### src/rtl/fetch_unit.sv
// Instruction-fetch stage: owns the PC, fetches words over a req/ack handshake,
// buffers them in a small FIFO for decode and handles redirects and HLT.
module fetch_unit #(
    parameter logic [15:0] RESET_PC  = 16'h0000,
    parameter int unsigned BUF_DEPTH = 2
) (
    input  logic        clk,
    input  logic        rst,
    output logic        imem_req,
    output logic [15:0] imem_addr,
    input  logic        imem_ack,
    input  logic [15:0] imem_data,
    input  logic        redirect,
    input  logic [15:0] redirect_pc,
    output logic        id_valid,
    input  logic        id_ready,
    output logic [15:0] id_instr,
    output logic [15:0] id_pc,
    output logic [15:0] id_pc_plus2,
    output logic [15:0] pc,
    output logic        hlt
);

    localparam int unsigned PTR_W = (BUF_DEPTH > 1) ? $clog2(BUF_DEPTH) : 1;
    localparam int unsigned CNT_W = $clog2(BUF_DEPTH) + 1;
    localparam logic [CNT_W-1:0] FULL = CNT_W'(BUF_DEPTH);
    localparam logic [3:0] OP_HLT = 4'hF;

    localparam logic [0:0] S_FETCH  = 1'b0;
    localparam logic [0:0] S_HALTED = 1'b1;

    logic [0:0]       state;
    logic             run;
    logic             pending;
    logic             discard;
    logic             hlt_q;
    logic [15:0]      pc_q;
    logic [15:0]      req_addr;
    logic [CNT_W-1:0] count;
    logic [PTR_W-1:0] rd_ptr;
    logic [PTR_W-1:0] wr_ptr;
    logic [15:0]      buf_instr [BUF_DEPTH];
    logic [15:0]      buf_pc    [BUF_DEPTH];

    logic             req;
    logic             acc;
    logic             enq;
    logic             deq;
    logic             head_valid;
    logic [15:0]      head_instr;
    logic [15:0]      head_pc;

    always_comb begin
        // run holds requests off for one cycle after reset is released
        req        = run & (pending | ((state == S_FETCH) && (count < FULL)));
        acc        = req & imem_ack;
        enq        = acc & ~discard & ~redirect;
        head_valid = (count != '0);
        head_instr = buf_instr[rd_ptr];
        head_pc    = buf_pc[rd_ptr];
        deq        = head_valid & id_ready & ~redirect;
    end

    assign imem_req    = req;
    assign imem_addr   = pending ? req_addr : pc_q;
    assign id_valid    = head_valid;
    assign id_instr    = head_valid ? head_instr : '0;
    assign id_pc       = head_valid ? head_pc : '0;
    assign id_pc_plus2 = id_pc + 16'd2;
    assign pc          = pc_q;
    assign hlt         = hlt_q;

    always_ff @(posedge clk) begin
        if (rst) begin
            state    <= S_FETCH;
            run      <= 1'b0;
            pending  <= 1'b0;
            discard  <= 1'b0;
            hlt_q    <= 1'b0;
            pc_q     <= RESET_PC;
            req_addr <= RESET_PC;
            count    <= '0;
            rd_ptr   <= '0;
            wr_ptr   <= '0;
        end else begin
            run <= 1'b1;

            if (acc)
                pending <= 1'b0;
            else if (req)
                pending <= 1'b1;

            if (req && !pending)
                req_addr <= pc_q;

            // A request already on the bus when redirected must still complete
            // at its old address; also covers a request raised this very cycle.
            if (acc)
                discard <= 1'b0;
            else if (redirect && req)
                discard <= 1'b1;

            if (redirect) begin
                pc_q   <= redirect_pc;
                count  <= '0;
                rd_ptr <= '0;
                wr_ptr <= '0;
                state  <= S_FETCH;
            end else begin
                if (enq) begin
                    wr_ptr <= wr_ptr + 1'b1;
                    pc_q   <= pc_q + 16'd2;
                    if (imem_data[15:12] == OP_HLT)
                        state <= S_HALTED;
                end
                if (deq)
                    rd_ptr <= rd_ptr + 1'b1;
                if (enq && !deq)
                    count <= count + 1'b1;
                else if (!enq && deq)
                    count <= count - 1'b1;
            end

            if (deq && (head_instr[15:12] == OP_HLT))
                hlt_q <= 1'b1;
        end
    end

    always_ff @(posedge clk) begin
        if (!rst && enq) begin
            buf_instr[wr_ptr] <= imem_data;
            buf_pc[wr_ptr]    <= pc_q;
        end
    end

endmodule

### config.mk
export PLATFORM = sky130hd
export DESIGN_NAME = fetch_unit
export DESIGN_NICKNAME = d
export VERILOG_FILES = /design/src/rtl/fetch_unit.sv
export SDC_FILE = /design/constraint.sdc
export NUM_CORES = 1
export LEC_CHECK = 0
export CORE_UTILIZATION = 49
export DETAILED_ROUTE_END_ITERATION = 8
export PLACE_DENSITY_LB_ADDON = 0.15
export REMOVE_ABC_BUFFERS = 1
export SKIP_LAST_GASP = 1
export SYNTH_ARGS = -nofsm -noshare
export SYNTH_HDL_FRONTEND = slang
export SYNTH_SLANG_ARGS = --single-unit
### constraint.sdc
create_clock -name clk -period 5 [get_ports clk]
set_clock_uncertainty 0.15 [all_clocks]
set_input_delay 0.75 -clock clk [delete_from_list [all_inputs] [get_ports clk]]
set_output_delay 0.75 -clock clk [all_outputs]
set_load 0.05 [all_outputs]
==> run summary <==
Run status: finished, final reports clean
Minimum clock period: 4.25 ns
Type of destination of the critical path: output pin
Ys async rst share: 0%
Startpoint Class: flop
Total Routing Usage GR: 20.1%
DRT Pass-1 Iters: 4
Sequential area share after synthesis: 56.8%
Hold Crit Class: flop to flop
Combinational power share: 17.1%
CP max FO: 25
Drt drc: 0
CTS Sinks: 106
Clk pwr share: 27.4%
Sw Pwr: 0.000512 W
Critical path class: flop to output pin
Post-Synthesis Cells: 423
Crit path DAT: 3.35 ns
Cts repair resizes: 0
Ys flop type: edfxtp_1
Vias/cell: 5.13
Clock buffer depth: 2
Critical Path RT: 4.10 ns
Clock slew at reported path FFs: 0.10 ns
Row Count: 35
CORE AREA: 0.00942 sq mm
Final setup fails: 0
Final nets: 573
Initial antenna violation count: 0
Cell Area, Synth: 0.00486 sq mm
Most frequent cells in the layout: 119 x clkdlybuf4s50_1, 64 x edfxtp_1, 49 x nand2_1
CTS Root Buffer Type: clkbuf_8
Clock insertion delay at the later pin of the skew report: 0.36 ns
Worst-Margin Slew: 1.08 ns
Setup_tns: 0 ns
CTS tree: yes
Max Cap Viol: 0
Cell Pwr Density: 281 mW/mm^2
Power Total: 0.00177 W
Synth warn: 0
Tcrit/Tclk final: 85.0%
Final Hold Viols: 0
DR iter-0 viols: 99
Hpwl dp: 7150 um
Post-CTS setup buffers: 0
Largest net degree at the start of global routing: 35
Post-synth EDFFs: 64
Vias in the first global route: 3273
Grt total ovfl: 0
Fmax: 235 MHz
Leakage: 2.16 nW
Mapped Avg Cell Area: 11.5 sq um
Pint: 0.00125 W
Register bit total from synthesis: 106
Reg2reg setup slack: 2.12 ns
WHS: 0.309 ns
Die Wd: 102 um
Sequential power share: 55.5%
CTS buffer count: 9
H-tree levels: 3
Die ar.: 0.0103 sq mm
Yosys cell types: 49
RSZ-0062 raised after global routing: no
Antenna-violating nets left: 0
Post-DR wirelength/cell: 15.2 um
Die height: 102 um
Layout overhead on the synthesized area: 29.4%
Pins Over Slew Limit: 0
Worst slew margin: 27.6%
Layout cells sized above 1: 11.0%
Top Ports: 120
RePlAce Congestion: 0.745
Initial core utilization: 51.7%
Drt total wl: 10100 um
Antenna Diode Count: 0
First-pass GRT wire length: 15900 um
Most common cell after layout, fill and taps aside: clkdlybuf4s50_1
I/O Buffers: 119
Hold-fix buffers at CTS: 0
Sw Share: 29.0%
Max VDD drop: 0.000161 V
Via count: 3422
[worst paths after layout]
check | startpoint | endpoint | depth (start not counted)
max reg2reg | pending | req_addr[4] | 5
min | req_addr[0] | req_addr[0] | 2
min reg2reg | req_addr[0] | req_addr[0] | 2
max | flop | id_pc_plus2[15] | 7
[worst max-delay path: stages (launching register included)]
cell	delay, ns
dfxtp_2	0.77
buf_4	0.38
mux2i_1	0.13
nor2_2	0.18
and4_1	0.37
nand4_1	0.15
xnor2_1	0.16
clkdlybuf4s50_1	0.82
[synth_stat cells, types with 10 or more instances]
cell type	count	area (sq um)
dfxtp_1	42	841
a21oi_1	25	125
edfxtp_1	64	1920
mux2i_1	35	350
xor2_1	12	105
xnor2_1	15	131
nand2_1	49	184
nand3_1	11	55.1
nor2_1	46	173
inv_1	11	41.3
buf_2	10	50.1
mux2_2	18	203
[per-layer routing]
metal | vias to the layer above | routed length (um) | track usage (%)
met5 | - | 0 | 0
met4 | 0 | 95 | 6.02
met3 | 6 | 653 | 5.45
met2 | 97 | 4820 | 33.4
met1 | 1620 | 4550 | 25.7
li1 | 1699 | - | -
[cell type report]
| type | count | area [sq um] |
|---|---|---|
| fillers | 735 | 3120 |
| flip-flops and latches | 106 | 2760 |
| multi-input cells | 280 | 1910 |
| repair buffers | 125 | 1240 |
| well taps | 129 | 161 |
| clock buffers | 10 | 128 |
| clock inverters | 6 | 48.8 |
| inverters | 11 | 41.3 |
[sequential cells by signal, summed over array words and instances, names as in the netlist, named ones only]
| register | cells |
|---|---|
| discard | 1 |
| rd_ptr | 1 |
| run | 1 |
| hlt | 1 |
| pending | 1 |
| buf_pc | 32 |
| wr_ptr | 1 |
| state | 1 |
| pc | 16 |
| count | 2 |
| buf_instr | 32 |
| req_addr | 16 |
[through the flow]
step                worst slack (ns)  utilization [%]  instance area (sq um)  cells
floorplan                     0.0545                -                   4710    397
global placement                1.20             65.0                   6120    651
detailed placement              1.12             65.0                   6120    651
CTS                            0.697             66.8                   6290    667
global route                   0.496             66.8                   6290    667
finish                         0.752             66.8                   6290    667
[kinds of logic (layout without fill, tap and decap cells)]
| kind of cell | count (synthesis) | in the layout | share of synthesized area, % |
|---|---|---|---|
| AO/OA/AOI/OAI | 45 | 45 | 6.12 |
| adder cells (fa/ha/maj) | 3 | 3 | 0.772 |
| multiplexers | 56 | 56 | 12.2 |
| XOR/XNOR | 27 | 27 | 4.86 |
| AND/OR/NAND/NOR | 149 | 149 | 15.2 |
| buffers and inverters | 37 | 152 | 4.06 |
| flip-flops | 106 | 106 | 56.8 |
[power by group through the flow]
| stage | clock, W | sequential [W] | combinational (W) |
|---|---|---|---|
| finish | 0.000484 | 0.000979 | 0.000302 |
| global route | 0.000532 | 0.000984 | 0.000319 |
| CTS | 0.000496 | 0.000979 | 0.000304 |
| detailed placement | 0 | 0.000999 | 0.000303 |
| floorplan | 0 | 0.00102 | 0.000158 |
| global placement | 0 | 0.000997 | 0.000300 |
Note: power is estimated with default switching activity, not from simulation.
